$ cat src/rtl/tt_sel_pkg.sv
`default_nettype none
// ------------------------------------------------------------------
// tt_sel_pkg : shared types and defaults for the selection sequencer
// rev 1.0
// ------------------------------------------------------------------
package tt_sel_pkg;

   localparam int CNT_W_DEF      = 10;
   localparam int RST_CYC_DEF    = 4;
   localparam int PULSE_CYC_DEF  = 2;
   localparam int SETTLE_CYC_DEF = 4;

   typedef enum logic [2:0] {
      ST_IDLE     = 3'd0,
      ST_DIS      = 3'd1,
      ST_RST      = 3'd2,
      ST_INC_L    = 3'd3,
      ST_INC_H    = 3'd4,
      ST_SETTLE   = 3'd5,
      ST_RST_HOLD = 3'd6
   } sel_state_e;

   // Timer holds (duration - 1), so clog2 of the longest phase is enough.
   function automatic int tmr_width(input int a, input int b, input int c);
      int m;
      m = (a > b) ? a : b;
      m = (m > c) ? m : c;
      return (m > 1) ? $clog2(m) : 1;
   endfunction

endpackage
`default_nettype wire

$ cat src/rtl/tt_sel_timer.sv
`default_nettype none
// ------------------------------------------------------------------
// tt_sel_timer : loadable down-counter, done while the count is zero
// rev 1.0
// ------------------------------------------------------------------
module tt_sel_timer #(
   parameter int TMR_W = 2
) (
   input  logic             clk,
   input  logic             rst,
   input  logic             load_i,
   input  logic [TMR_W-1:0] load_val_i,
   output logic             done_o
);

   logic [TMR_W-1:0] cnt_q;

   always_ff @(posedge clk) begin
      if (rst) begin
         cnt_q <= '0;
      end else if (load_i) begin
         cnt_q <= load_val_i;
      end else if (cnt_q != '0) begin
         cnt_q <= cnt_q - 1'b1;
      end
   end

   assign done_o = (cnt_q == '0);

endmodule
`default_nettype wire

$ cat src/rtl/tt_sel_seq.sv
`default_nettype none
// ------------------------------------------------------------------
// tt_sel_seq : drives the mux controller select interface to a target
// rev 1.0
// ------------------------------------------------------------------
module tt_sel_seq
   import tt_sel_pkg::*;
#(
   parameter int CNT_W        = CNT_W_DEF,
   parameter int RST_CYC      = RST_CYC_DEF,
   parameter int PULSE_CYC    = PULSE_CYC_DEF,
   parameter int SETTLE_CYC   = SETTLE_CYC_DEF,
   parameter int ALWAYS_RESET = 0
) (
   input  logic             clk,
   input  logic             rst,
   input  logic             req_valid,
   output logic             req_ready,
   input  logic [CNT_W-1:0] req_addr,
   input  logic             req_ena,
   output logic             ctrl_sel_rst_n,
   output logic             ctrl_sel_inc,
   output logic             ctrl_ena,
   output logic [CNT_W-1:0] cur_addr,
   output logic             busy
);

   localparam int TMR_W = tmr_width(RST_CYC, PULSE_CYC, SETTLE_CYC);

   sel_state_e       state_q, state_d;
   logic [CNT_W-1:0] tgt_q, tgt_d, cur_q, cur_d, n_q, n_d;
   logic             ena_tgt_q, ena_tgt_d;
   logic             rst_n_q, rst_n_d, inc_q, inc_d, ena_q, ena_d;
   logic             busy_q, busy_d, ready_q, ready_d;
   logic             accept, tmr_load, tmr_done;
   logic [TMR_W-1:0] tmr_val;

   assign accept = req_valid && ready_q;

   tt_sel_timer #(.TMR_W(TMR_W)) u_timer (
      .clk        (clk),
      .rst        (rst),
      .load_i     (tmr_load),
      .load_val_i (tmr_val),
      .done_o     (tmr_done)
   );

   always_ff @(posedge clk) begin
      if (rst) begin
         state_q   <= ST_RST_HOLD;
         tgt_q     <= '0;
         cur_q     <= '0;
         n_q       <= '0;
         ena_tgt_q <= 1'b0;
         rst_n_q   <= 1'b0;
         inc_q     <= 1'b0;
         ena_q     <= 1'b0;
         busy_q    <= 1'b1;
         ready_q   <= 1'b0;
      end else begin
         state_q   <= state_d;
         tgt_q     <= tgt_d;
         cur_q     <= cur_d;
         n_q       <= n_d;
         ena_tgt_q <= ena_tgt_d;
         rst_n_q   <= rst_n_d;
         inc_q     <= inc_d;
         ena_q     <= ena_d;
         busy_q    <= busy_d;
         ready_q   <= ready_d;
      end
   end

   always_comb begin
      state_d = state_q;
      unique case (state_q)
         ST_IDLE:     if (accept && req_addr != cur_q) state_d = ST_DIS;
         ST_DIS:      if (tmr_done) state_d = (ALWAYS_RESET != 0 || tgt_q < cur_q) ? ST_RST : ST_INC_L;
         ST_RST:      if (tmr_done) state_d = (tgt_q == '0) ? ST_SETTLE : ST_INC_L;
         ST_INC_L:    if (tmr_done) state_d = ST_INC_H;
         ST_INC_H:    if (tmr_done) state_d = (n_q == '0) ? ST_SETTLE : ST_INC_L;
         ST_SETTLE:   if (tmr_done) state_d = ST_IDLE;
         ST_RST_HOLD: state_d = ST_IDLE;
         default:     state_d = ST_RST_HOLD;
      endcase
   end

   // Outputs are a registered function of the next state, so nothing
   // combinational reaches the pins.
   always_comb begin
      tgt_d     = tgt_q;
      cur_d     = cur_q;
      n_d       = n_q;
      ena_tgt_d = ena_tgt_q;
      ena_d     = ena_q;
      if (state_q == ST_IDLE && accept) begin
         tgt_d     = req_addr;
         ena_tgt_d = req_ena;
         if (req_addr == cur_q) ena_d = req_ena;
      end
      if (state_q == ST_DIS && state_d == ST_INC_L) n_d = tgt_q - cur_q;
      if (state_d == ST_RST && state_q != ST_RST) begin
         cur_d = '0;
         n_d   = tgt_q;
      end
      if (state_d == ST_INC_H && state_q != ST_INC_H) begin
         cur_d = cur_q + 1'b1;
         n_d   = n_q - 1'b1;
      end
      if (state_q == ST_SETTLE && state_d == ST_IDLE) ena_d = ena_tgt_q;
      if (state_d != ST_IDLE) ena_d = 1'b0;
      rst_n_d  = !(state_d == ST_RST || state_d == ST_RST_HOLD);
      inc_d    = (state_d == ST_INC_H);
      busy_d   = (state_d != ST_IDLE);
      ready_d  = (state_d == ST_IDLE);
      tmr_load = (state_d != state_q);
      unique case (state_d)
         ST_DIS, ST_SETTLE: tmr_val = TMR_W'(SETTLE_CYC - 1);
         ST_RST:            tmr_val = TMR_W'(RST_CYC - 1);
         ST_INC_L, ST_INC_H: tmr_val = TMR_W'(PULSE_CYC - 1);
         default:           tmr_val = '0;
      endcase
   end

   assign req_ready      = ready_q;
   assign ctrl_sel_rst_n = rst_n_q;
   assign ctrl_sel_inc   = inc_q;
   assign ctrl_ena       = ena_q;
   assign cur_addr       = cur_q;
   assign busy           = busy_q;

endmodule
`default_nettype wire

$ cat config.mk
export PLATFORM = sky130hd
export DESIGN_NAME = tt_sel_seq
export DESIGN_NICKNAME = d
export VERILOG_FILES = /design/src/rtl/tt_sel_pkg.sv /design/src/rtl/tt_sel_timer.sv /design/src/rtl/tt_sel_seq.sv
export SDC_FILE = /design/constraint.sdc
export NUM_CORES = 1
export LEC_CHECK = 0
export ABC_AREA = 1
export CORE_ASPECT_RATIO = 1.1
export CORE_MARGIN = 2
export CORE_UTILIZATION = 45
export DETAILED_ROUTE_END_ITERATION = 12
export MAX_ROUTING_LAYER = met4
export PLACE_DENSITY = 0.64
export SLEW_MARGIN = 0
export SYNTH_ARGS = -nofsm -noshare
export SYNTH_HDL_FRONTEND = slang
export SYNTH_SLANG_ARGS = --single-unit
$ cat constraint.sdc
create_clock -name clk -period 2.29 [get_ports clk]
set_clock_uncertainty 0.15 [all_clocks]
set_input_delay 0.5725 -clock clk [delete_from_list [all_inputs] [get_ports clk]]
set_output_delay 0.5725 -clock clk [all_outputs]
set_load 0.02 [all_outputs]
# Word-level counts from Yosys, hierarchy flattened
# Index checks and enable logic that the tools add are counted.
# word_totals
mem_bits_ro,0
mem_count,0
in_bits,14
regBits,41
ram_bits,0
latch_bits,0
# op_classes
n_shift,0
bitwise_logic,0
n_mul,0
n_mux,21
add_sub_neg,4
eq_ne,17
n_lt_le_gt_ge,1
div,0
reduce_logical,25
# ops
op,count
10-bit 2-to-1 mux,5
3-bit 2-to-1 mux,8
3-bit one-hot mux with 7 select lines,1
10-bit logical NOT,2
"3-bit == test, second input constant",6
"3-bit by 2-bit == test with 1-bit output, second input constant",4
"10-bit by 1-bit adder with 10-bit output, second input constant",1
10-bit == test,1
10-bit less-than comparator,1
10-bit inequality test,1
2-bit nonzero test,5
"10-bit by 1-bit subtractor with 10-bit output, second input constant",1
10-bit subtractor,1
1-bit logical AND,7
"3-bit by 1-bit == test with 1-bit output, second input constant",2
3-bit logical NOT,2
3-bit nonzero test,2
1-bit 2-to-1 mux,4
2-bit 2-to-1 mux,2
2-bit one-hot mux with 2 select lines,1
2-bit OR reduction,2
"3-bit by 2-bit inequality test with 1-bit output, second input constant",1
3-bit inequality test,1
"3-bit inequality test, second input constant",1
other kinds (6),6

# Longest topological paths before layout
# Gate-level depths: netlist of run 1.
# logic_depth
depth_word,9
mapped_depth,17
depth_no_buf,16

# By module
# A second synthesis of run 1 with hierarchy kept.
# unflattened
cells_unflattened,469
hier_area_um2,2967.8
# modules_own_cells
module,area_each_um2,cells_per_inst,n_inst
tt_sel_seq,2854.0,452,1
tt_sel_timer,113.9,17,1

# Least setup slack after synthesis of run 1
# OpenSTA, ideal clock, no wires.
# synth_path
kind,register -> register
start,reg cur_q[3] (netlist: cur_addr[3])
end,reg n_q[7]
synth_period_minus_slack_ns,2.358
n_path_buf,1
t_arrival_ns,2.099
path_slack_ns,-0.068
stages_incl_launch_ff,18
required_ns,2.031
path_cell_list,dfxtp_1 -> inv_2 -> ha_1 -> nand2_1 -> nand2_1 -> nand2_1 -> nand3_1 -> nand2_1 -> nand2_1 -> nand2_1 -> nand3_4 -> nor2_4 -> buf_6 -> nand3_2 -> nand3_1 -> nand3_1 -> nand2_1 -> inv_1
# synth_between
elab_chain_cells,8
word_cells_on_any_way,18
classes_between,add/sub (1); order compare (1); eq/ne (4); mux (7); reduce/logical (5)
# synth_rtl
element,line,source
from (decl),tt_sel_seq.sv:31,"logic [CNT_W-1:0] tgt_q, tgt_d, cur_q, cur_d, n_q, n_d;"
from (signal assigned),tt_sel_seq.sv:63,cur_q <= cur_d;
10-bit less-than comparator / 10-bit inequality test (equally long branches),"tt_sel_seq.sv:78, tt_sel_seq.sv:77",
1-bit 2-to-1 mux / 1-bit logical AND (equally long branches),"tt_sel_seq.sv:78, tt_sel_seq.sv:77",
"3-bit 2-to-1 mux, on equally long branches","tt_sel_seq.sv:78, tt_sel_seq.sv:77",
3-bit one-hot mux with 7 select lines,tt_sel_seq.sv:76,unique case (state_q)
3-bit by 2-bit == test with 1-bit output,tt_sel_seq.sv:102,if (state_d == ST_RST && state_q != ST_RST) begin
1-bit logical AND,tt_sel_seq.sv:102,
10-bit 2-to-1 mux,tt_sel_seq.sv:102,
10-bit 2-to-1 mux,tt_sel_seq.sv:106,if (state_d == ST_INC_H && state_q != ST_INC_H) begin
to (signal assigned),tt_sel_seq.sv:64,n_q <= n_d;
to (decl),tt_sel_seq.sv:31,
# Several ways; a longest one is shown, not always the timed one. The select of a mux whose other input is x is not followed.
# A chain may end at the register's enable or synchronous reset.

# Final worst setup path of run 1
# layout_path
start,reg tgt_q[0]
end,reg n_q[5]
# layout_between
elab_chain_cells,8
word_cells_on_any_way,18
classes_between,add/sub (1); order compare (1); eq/ne (3); mux (8); reduce/logical (5)
# layout_rtl
element,line,source
from (decl),tt_sel_seq.sv:31,
from (signal assigned),tt_sel_seq.sv:62,tgt_q <= tgt_d;
10-bit less-than comparator / 10-bit logical NOT (equally long branches),"tt_sel_seq.sv:78, tt_sel_seq.sv:79",
1-bit 2-to-1 mux / 3-bit 2-to-1 mux (equally long branches),"tt_sel_seq.sv:78, tt_sel_seq.sv:79",
"3-bit 2-to-1 mux, on equally long branches","tt_sel_seq.sv:78, tt_sel_seq.sv:79",
3-bit one-hot mux with 7 select lines,tt_sel_seq.sv:76,
3-bit by 2-bit == test with 1-bit output,tt_sel_seq.sv:102,
1-bit logical AND,tt_sel_seq.sv:102,
10-bit 2-to-1 mux,tt_sel_seq.sv:102,
10-bit 2-to-1 mux,tt_sel_seq.sv:106,
# Several ways; a longest one is shown, not always the timed one. The select of a mux whose other input is x is not followed.

==> results of run 1 <==
-- worst min-delay path by stage --
| stage | startpoint | to | slack, ns |
|---|---|---|---|
| CTS | ena_tgt_q | ena_tgt_q | 0.36 |
| floorplan | tgt_q[9] | tgt_q[9] | 0.32 |
| global placement | ena_tgt_q | ena_tgt_q | 0.34 |
| finish | cur_addr[9] | cur_addr[9] | 0.35 |
| detailed placement | ena_tgt_q | ena_tgt_q | 0.35 |
| global route | cur_addr[9] | cur_addr[9] | 0.38 |
-- repair_timing --
action,in CTS,in global routing
pin swaps,6,14
gates resized for setup,19,31
buffers inserted,2,1
setup endpoints to repair,12,13
endpoints found under the hold margin,0,0
-- power by group --
group	total (mW)	switching, mW	leakage, nW	internal (mW)
sequential	0.962	0.122	0.337	0.839
combinational	2.65	1.49	1.54	1.16
clock	0.607	0.280	0.0554	0.328
-- per-layer routing --
| layer | up-vias | global-route usage | part of all wire |
|---|---|---|---|
| met5 | - | - | 0 |
| met4 | 0 | 0.0663 | 0.019 |
| met3 | 16 | 0.0384 | 0.034 |
| met2 | 51 | 0.409 | 0.50 |
| met1 | 1431 | 0.293 | 0.45 |
| li1 | 1612 | - | - |
-- placed cells by master, fill, tap and decap left out, types with 5 or more instances in the layout --
| master | Yosys | routed |
|---|---|---|
| clkdlybuf4s50_1 | 0 | 18 |
| o21ai_0 | 36 | 34 |
| xor2_1 | 12 | 11 |
| inv_2 | 6 | 7 |
| inv_1 | 55 | 54 |
| clkbuf_8 | 0 | 5 |
| nor3_1 | 6 | 6 |
| nand3_1 | 42 | 35 |
| ha_1 | 13 | 5 |
| nor2_2 | 3 | 5 |
| dfxtp_1 | 41 | 34 |
| buf_4 | 0 | 48 |
| nand3_2 | 2 | 9 |
| buf_6 | 2 | 7 |
| a21oi_1 | 36 | 33 |
| nor2_1 | 43 | 41 |
| nand3b_1 | 5 | 5 |
| nand2_2 | 3 | 8 |
| ha_4 | 0 | 6 |
| dlygate4sd2_1 | 0 | 6 |
| nand2_1 | 103 | 98 |
| xnor2_1 | 10 | 10 |
| dfxtp_2 | 0 | 7 |
-- per-stage QoR --
stage | total power, mW | instances | worst slack, ns
after floorplan | 2.73 | 457 | -0.0191
after global placement | 3.33 | 601 | -0.343
after detailed placement | 3.37 | 601 | -0.387
after CTS | 4.12 | 611 | 0.00965
after global routing | 4.60 | 612 | -0.0229
final | 4.22 | 612 | 0.0962
-- worst max-delay path: stages, from the launching register on --
cell	delay, ns
dfxtp_1	0.31
inv_1	0.07
ha_2	0.19
fa_2	0.21
inv_1	0.04
nand2_1	0.06
nand3_2	0.09
nand2_1	0.08
nand2_1	0.07
nand2_2	0.09
nand3_4	0.10
nor2_4	0.25
buf_6	0.14
nand3b_1	0.07
nand3_1	0.10
a21oi_1	0.06
-- sequential cells by signal, summed over array words and instances, names as in the netlist --
| name | cells |
|---|---|
| busy | 1 |
| ctrl_ena | 1 |
| ctrl_sel_inc | 1 |
| ctrl_sel_rst_n | 1 |
| cur_addr | 10 |
| ena_tgt_q | 1 |
| n_q | 10 |
| req_ready | 1 |
| state_q | 3 |
| tgt_q | 10 |
| u_timer.cnt_q | 2 |
-- cells by family after synthesis --
kind of cell	Yosys count
AO/OA/AOI/OAI	83
XOR/XNOR	22
adder cells (fa/ha/maj)	14
buffers and inverters	80
flip-flops	41
AND/OR/NAND/NOR	217
-- synthesized netlist by cell type (3+ instances only) --
library cell  number  area share
nor3_1             6       0.010
xor2_1            12       0.036
inv_2              6      0.0076
nand2_1          103        0.13
a21oi_1           36       0.061
clkbuf_1           6      0.0076
xnor2_1           10       0.030
nor2_2             3      0.0063
nand2_2            3      0.0063
nand3_1           42       0.071
nand4_1            4      0.0085
nor2_1            43       0.055
o21ai_0           36       0.061
nand3b_1           5       0.013
ha_1              13       0.055
buf_2              9       0.015
inv_1             55       0.070
dfxtp_1           41        0.28
-- layout make-up --
class / count / area share
clock buffer: 6 / 0.0183
clock inverter: 2 / 0.00979
inverter: 62 / 0.0587
multi-input combinational: 336 / 0.496
sequential: 41 / 0.209
tap: 82 / 0.0259
timing repair buffer: 83 / 0.182
==> impl_results.md, run 1 <==
- Status: finished, final reports clean
- Core area: 6480 um^2
- Final hold vios: 0
- DR vias/cell: 5.08
- Max transition margin: 0.776
- Hpwl dp: 6130 um
- WP data arrival: 2.24 ns
- Final Max Tran Viols: 0
- Total grt overflow: 0
- Syn Std Cell Area: 2960 um^2
- RSZ-0062 raised after global routing: true
- Post-synthesis register bit count: 41
- Nets@finish: 557
- Required time of the critical path: 2.33 ns
- Storage element area: 830 um^2
- Critical R2R Capture: n_q[5]
- 1st-iter DRT viols: 136
- Multi-input gate area: 1960 um^2
- Starting Density: 0.457
- Vias: 3110
- Avg WL per Cell: 13.1 um
- R2R Setup Slk: 0.1 ns
- XOR/XNOR Fraction of Synth Area: 0.0651
- Pleak: 1.93 nW
- Share of synthesized registers carrying an async set or reset: 0
- Clk sinks: 41
- R2R Path Start: tgt_q[0]
- Synth Area in Compound Gates: 0.153
- CP endpoint kind: flip-flop
- TritonCTS clock tree: built
- Placed cell areas: 3640 um^2
- Post-synth EDFFs: 0
- R2R depth: 15
- Largest net degree at the start of global routing: 26
- Worst Setup Start Kind: flip-flop
- Maximum root-to-sink buffer count: 2
- Worst-Skew Late Latency: 0.30 ns
- Mux cell area share after synthesis: 0
- Syn nets: 485
- Core Util, Final: 0.612
- Residual DRC: 0
- Die height: 89.1 um
- Maximum vdd drop: 1.13 mV
- Die area: 7240 um^2
- Hold WC Path Type: flip-flop to flip-flop
- Setup TNS: 0 ns
- Tmin final: 2.19 ns
- Routability congestion estimate: 0.935
- Post-synthesis adder-cell area fraction: 0.0617
- Crit path kind: flip-flop to flip-flop
- Area grow syn2layout: 33.8%
- WHS Path Cells: 2
- Final setup vio count: 0
- Simple-Gate Fraction of Synth Area: 0.332
- Distinct cells, synth: 39
- Largest family of logic cells by synthesized area: simple AND/OR/NAND/NOR gates
- Detailed Routing Iterations Pass 1: 4
- Diodes inserted: 0
- Period utilisation layout: 0.958
- Seq/Total Area, Yosys: 0.277
- Power per cell area: 1060 nW/um^2
- Total global-route track usage: 0.240
- H-tree levels: 2
- Fraction of layout cells with a size suffix above 1: 0.225
- Final WL: 8020 um
- Boundary Pins: 29
- Worst Setup EP: n_q[5]
- # port buffers: 28
- Final hold slack: 0.351 ns
- CTS Hold Bufs: 0
- Vias in the first global route: 2882
- Crit path from: tgt_q[0]
- Fmax: 0.456 GHz
- Yosys warning total: 0
- Syn Inst Count: 457
- Clk root buf: clkbuf_8
- Wire length of the first global-routing pass: 13000 um
- Initial antenna violation count: 0
- Worst-Margin Slew: 0.336 ns
- Routed Antenna Nets: 0
- Die width: 81.3 um
- Worst-path fanout max: 7
- Syn_area_per_cell: 6.48 um^2
- Main synth FF type: dfxtp_1
- Inserted Clock Buffers: 5
- Filler instances: 630
- Post-route cell area: 3960 um^2
- Max_cap viols: 0
- Row count: 31
- Clock-pin slew on the worst setup and hold paths: 0.09 ns
Note: power is estimated with default switching activity, not from simulation.
==> inputs of run 2 (changes only) <==
- GPL_TIMING_DRIVEN: default -> 0
- RECOVER_POWER: default -> 25
==> run 2 against run 1 <==
  * Power increased by 6.0%
  * Die area unchanged
  * Non-clock buffer count decreased by 13
  * Sequential cell count unchanged
  * Critical path type unchanged
  * Largest power group unchanged
==> impl_results.md, run 2 (synthesis gave the netlist of run 1 again) <==
- Nets@finish: 544 (-2.3%)
- R2R Path Start: tgt_q[0]
- Leading cell type in the layout, fill and taps excluded: nand2_1
- Final Max Tran Viols: 0 (unchanged)
- Worst-Skew Late Latency: 0.30 ns (about the same)
- Residual DRC: 0 (unchanged)
- # port buffers: 27 (-3.6%)
- Area grow syn2layout: 34.7%
- Clk sinks: 41 (unchanged)
- Core area: 6480 um^2 (unchanged)
- Max transition margin: 0.642 (-0.133)
- CP max stage delay: 0.40 ns (+0.09 ns)
- Max_cap viols: 0 (unchanged)
- CP dominant cell by count: nand2_2
- Diodes inserted: 0 (unchanged)
- Starting Density: 0.457 (unchanged)
- H-tree levels: 2 (unchanged)
- Pleak: 1.84 nW (-4.5%)
- P_int: 2.43 mW (+4.2%)
- Hpwl dp: 5860 um (-4.3%)
- CTS Hold Bufs: 0 (unchanged)
- DR WL met3: 385 um (+43%)
- Initial antenna violation count: 0 (unchanged)
- Vias in the first global route: 2745 (-4.8%)
- Fmax: 0.439 GHz (-3.8%)
- TritonCTS clock tree: built
- RSZ-0062 raised after global routing: true
- Clk pwr share: 0.131 (-0.013)
- Die width: 81.3 um (unchanged)
- Crit path from: tgt_q[0]
- Switching power of the nets: 2.04 mW (+8.1%)
- Final setup vio count: 0 (unchanged)
- WP data arrival: 2.35 ns (+0.11 ns)
- Maximum root-to-sink buffer count: 2 (unchanged)
- M1 wire length: 3760 um (+4.7%)
- Die height: 89.1 um (unchanged)
- Wire length of the first global-routing pass: 13100 um (+0.58%)
- Finished Layout Cells: 598 (-2.3%)
- Hold path startpoint: cur_addr[9]
- Period utilisation layout: 0.995 (+0.0374)
- Boundary Pins: 29 (unchanged)
- Row count: 31 (unchanged)
- Routed Antenna Nets: 0 (unchanged)
- Most frequent cells in the layout: 90 x nand2_1, 52 x inv_1, 38 x nor2_1
- Detailed Routing Iterations Pass 1: 5 (+1)
- Crit path cell chain: inv_4 -> ha_4 -> fa_2 -> inv_2 -> nand2_2 -> nand3_4 -> nand2_2 -> nand2_2 -> nand2_2 -> nand4_1 -> buf_4 -> buf_8 -> o211ai_1 -> a21oi_1
- Worst-path fanout max: 5 (-2)
- Hold WC Path Type: flip-flop to flip-flop
- DR vias/cell: 5.32 (+4.6%)
- 1st-iter DRT viols: 153 (+13%)
- Worst-Margin Slew: 0.536 ns (+0.200 ns)
- Maximum vdd drop: 1.02 mV (-9.1%)
- Sequential fraction of design power: 0.204 (-0.024)
- Crit path kind: flip-flop to flip-flop
- Core Util, Final: 0.616 (+0.00425)
- Routability congestion estimate: 0.894 (-4.4%)
- DP Worst Slack: -0.451 ns (-0.0642 ns)
- Clock-pin slew on the worst setup and hold paths: 0.09 ns (about the same)
- Critical-path top delay cell: fa_2
- Net switching fraction of the power: 0.457 (+0.00915)
- Die area: 7240 um^2 (unchanged)
- Tmin final: 2.28 ns (+0.0857 ns)
- Inserted Clock Buffers: 5 (unchanged)
- Required time of the critical path: 2.36 ns (+0.03 ns)
- Power per cell area: 1120 nW/um^2 (+5.2%)
- Total global-route track usage: 0.243 (+0.00287)
- Avg WL per Cell: 14.1 um (+8.0%)
- Status: finished, final reports clean
- Placed Cells: 566 (-5.8%)
- CP endpoint kind: flip-flop
- Total grt overflow: 0 (unchanged)
- Fraction of layout cells with a size suffix above 1: 0.256 (+0.0313)
- Final hold vios: 0 (unchanged)
- Setup TNS: 0 ns (unchanged)
- Vias: 3180 (+2.3%)
- Final WS setup: 0.0106 ns (-0.0857 ns)
- Final WL: 8460 um (+5.6%)
- Top sig layer: met4
- Logic gate share of total power: 0.665 (+0.037)
- Clk root buf: clkbuf_8
- Largest net degree at the start of global routing: 13 (-50%)
- Worst Setup Start Kind: flip-flop
- Met2 WL post-DR: 4160 um (+3.9%)
run 2: changes by cell type in the layout (fill, tap and decap cells not counted), moves of 5 or more:
cell,previous run,this run
dfxtp_4,0,7
a21oi_1,33,28
nand2_2,8,15
clkdlybuf4s15_1,0,5
clkdlybuf4s50_1,18,13
buf_2,0,6
nand3_1,35,30
dfxtp_1,34,26
nand2_1,98,90
buf_4,48,22
run 2: worst paths after layout:
path / endpoint / slack, ns / depth (start not counted)
setup / recovery: cur_addr[8] / 0.01 / 14
hold / removal: cur_addr[9] / 0.34 / 2
setup reg to reg: cur_addr[8] / 0.01 / 14
hold reg to reg: cur_addr[9] / 0.34 / 2
run 2: final cells by class:
class	count	area [um^2]
fill	594	2490
multi-input combinational	336	2090
sequential	41	857
timing repair buffer	52	477
inverter	62	238
buffer	18	121
tap	82	103
clock buffer	5	68.8
clock inverter	2	35.0
run 2: timing repair:
item | 4_1_cts | 5_1_grt
gates resized for setup | 37 | 75
endpoints found under the setup margin | 23 | 24
gates cloned | 2 | 1
pin swaps | 13 | 31
buffers inserted | 4 | 18
run 2: stage by stage:
step / cell area (um^2) / hold WS [ns] / total power, mW
finish: 3990 / 0.342 / 4.47
global route: 3990 / 0.360 / 4.84
CTS: 3600 / 0.367 / 3.95
detailed placement: 3340 / 0.355 / 3.22
global placement: 3340 / 0.341 / 3.19
floorplan: 2970 / 0.318 / 2.73
run 2: critical path: cells and delay by family (launching register included):
kind / cells / cell delay (ns)
adders and majority gates: 2 / 0.56
and+or+nand+nor: 6 / 0.51
buffers and inverters: 4 / 0.40
DFF: 1 / 0.35
AOI/OAI and AO/OA: 2 / 0.23
run 2: layer usage:
layer / vias up / global-route usage
met5: - / -
met4: 0 / 0.0724
met3: 14 / 0.0343
met2: 86 / 0.401
met1: 1492 / 0.308
li1: 1588 / -
run 2: power by group through the flow:
stage | Clock (mW) | Sequential, mW | Combinational (mW)
finish | 0.584 | 0.912 | 2.97
global route | 0.624 | 0.927 | 3.29
CTS | 0.598 | 0.912 | 2.44
detailed placement | 0 | 0.929 | 2.29
global placement | 0 | 0.929 | 2.26
floorplan | 0 | 0.950 | 1.78
==> inputs of run 3 (changes only) <==
- CORE_UTILIZATION: 45 -> 52
- PLACE_DENSITY: 0.64 -> 0.73
==> run 3 against run 2 <==
  * Via count fell by 1.9%
  * Combinational power fell by 5%
  * Cell count fell by 2.8%
  * First-iteration DRC count rose by 90%
  * Non-clock buffer count fell by 11
  * Power fell by 2.9%
  * Core utilization rose by 10 points
  * Cell area fell by 2.5%
  * Sequential power barely moved
  * Critical endpoint is now u_timer.cnt_q[0]
==> impl_results.md, run 3 (synthesis gave the netlist of run 1 again) <==
- Status: finished, final reports clean
- Net switching fraction of the power: 0.464 (+0.00757)
- Wire length of the first global-routing pass: 12800 um (-1.9%)
- Avg WL per Cell: 14.6 um (+2.9%)
- Detailed Routing Iterations Pass 1: 5 (unchanged)
- Max_cap viols: 0 (unchanged)
- Period utilisation layout: 0.993 (-0.00215)
- Sequential fraction of design power: 0.210 (+0.006)
- TritonCTS clock tree: built
- Leading cell type in the layout, fill and taps excluded: nand2_1
- Fraction of layout cells with a size suffix above 1: 0.253 (-0.00285)
- 1st-iter DRT viols: 291 (+90%)
- Die area: 6310 um^2 (-13%)
- Row count: 28 (-9.7%)
- Crit path kind: flip-flop to flip-flop
- Core area: 5430 um^2 (-16%)
- DP Worst Slack: -0.475 ns (-0.0238 ns)
- Max transition margin: 0.580 (-0.0623)
- Area grow syn2layout: 31.4%
- H-tree levels: 2 (unchanged)
- CP endpoint kind: flip-flop
- P_int: 2.32 mW (-4.3%)
- Inserted Clock Buffers: 5 (unchanged)
- Die height: 83.1 um (-6.7%)
- Maximum root-to-sink buffer count: 2 (unchanged)
- Die width: 75.9 um (-6.6%)
- CP max stage delay: 0.41 ns (about the same)
- Hpwl dp: 5700 um (-2.8%)
- Fmax: 0.440 GHz (+0.22%)
- Total grt overflow: 0 (unchanged)
- Starting Density: 0.545 (+0.0881)
- WP data arrival: 2.32 ns (-0.03 ns)
- Vias: 3118 (-1.9%)
- Logic gate share of total power: 0.647 (-0.018)
- Routability congestion estimate: 0.920 (+3.0%)
- Tmin final: 2.27 ns (-0.00493 ns)
- Critical-path top delay cell: fa_2
- CP Buf/Inv Count: 2 (-2)
- Final hold vios: 0 (unchanged)
- Clk root buf: clkbuf_8
- Power per cell area: 1120 nW/um^2 (-0.40%)
- Final Max Tran Viols: 0 (unchanged)
- DR vias/cell: 5.37 (+0.92%)
- Switching power of the nets: 2.01 mW (-1.3%)
- Clk sinks: 41 (unchanged)
- Nets@finish: 533 (-2.0%)
- Final setup vio count: 0 (unchanged)
- Worst-Margin Slew: 0.630 ns (+0.0935 ns)
- RSZ-0062 raised after global routing: true
- Crit path cell chain: ha_4 -> fa_2 -> inv_2 -> nand2_2 -> nand3_4 -> nand2_2 -> nand2_2 -> nand2_2 -> nand3_4 -> nor2_4 -> buf_6 -> a21oi_4 -> nand2_2 -> nor2_2 -> nor2_1
- Boundary Pins: 29 (unchanged)
- Residual DRC: 0 (unchanged)
- Largest net degree at the start of global routing: 13 (unchanged)
- CP dominant cell by count: nand2_2
- Worst-path fanout max: 5 (unchanged)
- Post-route cell area: 3890 um^2 (-2.5%)
- Clk pwr share: 0.143 (+0.012)
- Vias in the first global route: 2818 (+2.7%)
- Initial antenna violation count: 0 (unchanged)
- Hold WC Path Type: flip-flop to flip-flop
- Final WL: 8460 um (about the same)
- Diodes inserted: 0 (unchanged)
- Most frequent cells in the layout: 84 x nand2_1, 51 x inv_1, 37 x nor2_1
- Routed Antenna Nets: 0 (unchanged)
- Crit path max-delay family: simple AND/OR/NAND/NOR gates
- Worst Setup Start Kind: flip-flop
- Total global-route track usage: 0.259 (+0.0158)
- Maximum vdd drop: 1.07 mV (+4.9%)
- Required time of the critical path: 2.33 ns (-0.03 ns)
- Pleak: 1.81 nW (-1.9%)
- Placed cell areas: 3330 um^2 (-0.26%)
- Worst-Skew Late Latency: 0.29 ns (about the same)
- Clock-pin slew on the worst setup and hold paths: 0.08 ns (about the same)
- Final WS setup: 0.0155 ns (+0.00493 ns)
- # port buffers: 27 (unchanged)
## run 3: changes by cell type in the layout (fill, tap and decap cells not counted), moves of 2 or more
cell             change
buf_4               -11
buf_6                +2
clkbuf_2             +2
clkdlybuf4s15_1      -3
dfxtp_1              +2
dfxtp_2              -2
dlygate4sd2_1        -3
dlymetal6s2s_1       +4
ha_4                 -2
nand2_1              -6
nand2_2              +7
## run 3: layout make-up
cell class                 instances  area (um^2)
fill                             460         1540
clock buffer                       7         86.3
clock inverter                     1         30.0
multi-input combinational        336         2080
tap                               75         93.8
inverter                          62          238
sequential                        41          855
timing repair buffer              41          384
buffer                            18          120
## run 3: worst paths after layout
check	depth (start not counted)	to	from	slack, ns
worst min-delay path	1	cur_addr[8]	cur_addr[8]	0.33
worst max-delay path	15	u_timer.cnt_q[0]	cur_addr[0]	0.02
worst max register to register	15	u_timer.cnt_q[0]	cur_addr[0]	0.02
worst min register to register	1	cur_addr[8]	cur_addr[8]	0.33
## run 3: metrics by stage
step / utilization / cells / total power, mW / hold WS, ns / setup TNS [ns]
after floorplan: - / 457 / 2.73 / 0.318 / -0.0191
after global placement: 0.613 / 559 / 3.16 / 0.343 / -8.00
after detailed placement: 0.613 / 559 / 3.21 / 0.356 / -8.84
after CTS: 0.658 / 570 / 3.96 / 0.367 / 0
after global routing: 0.716 / 581 / 4.69 / 0.353 / -0.538
final: 0.716 / 581 / 4.34 / 0.333 / 0
## run 3: power groups by stage
stage | clock (mW) | combinational [mW] | sequential, mW
6_report | 0.621 | 2.81 | 0.910
5_1_grt | 0.659 | 3.11 | 0.924
4_1_cts | 0.631 | 2.42 | 0.912
3_5_place_dp | 0 | 2.28 | 0.930
3_3_place_gp | 0 | 2.23 | 0.928
2_1_floorplan | 0 | 1.78 | 0.950
## run 3: what timing repair did
item,CTS,global route
endpoints found under the hold margin,0,0
buffers inserted,2,10
gates cloned,1,1
hold buffers,0,0
pin swaps,7,30
endpoints found under the setup margin,23,25
resized for setup,31,85
## run 3: per-layer routing
metal	vias up	track usage	routed length, um
met4	0	0.106	198
met5	-	-	0
met1	1445	0.309	3630
li1	1572	-	-
met2	86	0.433	4170
met3	15	0.0446	450
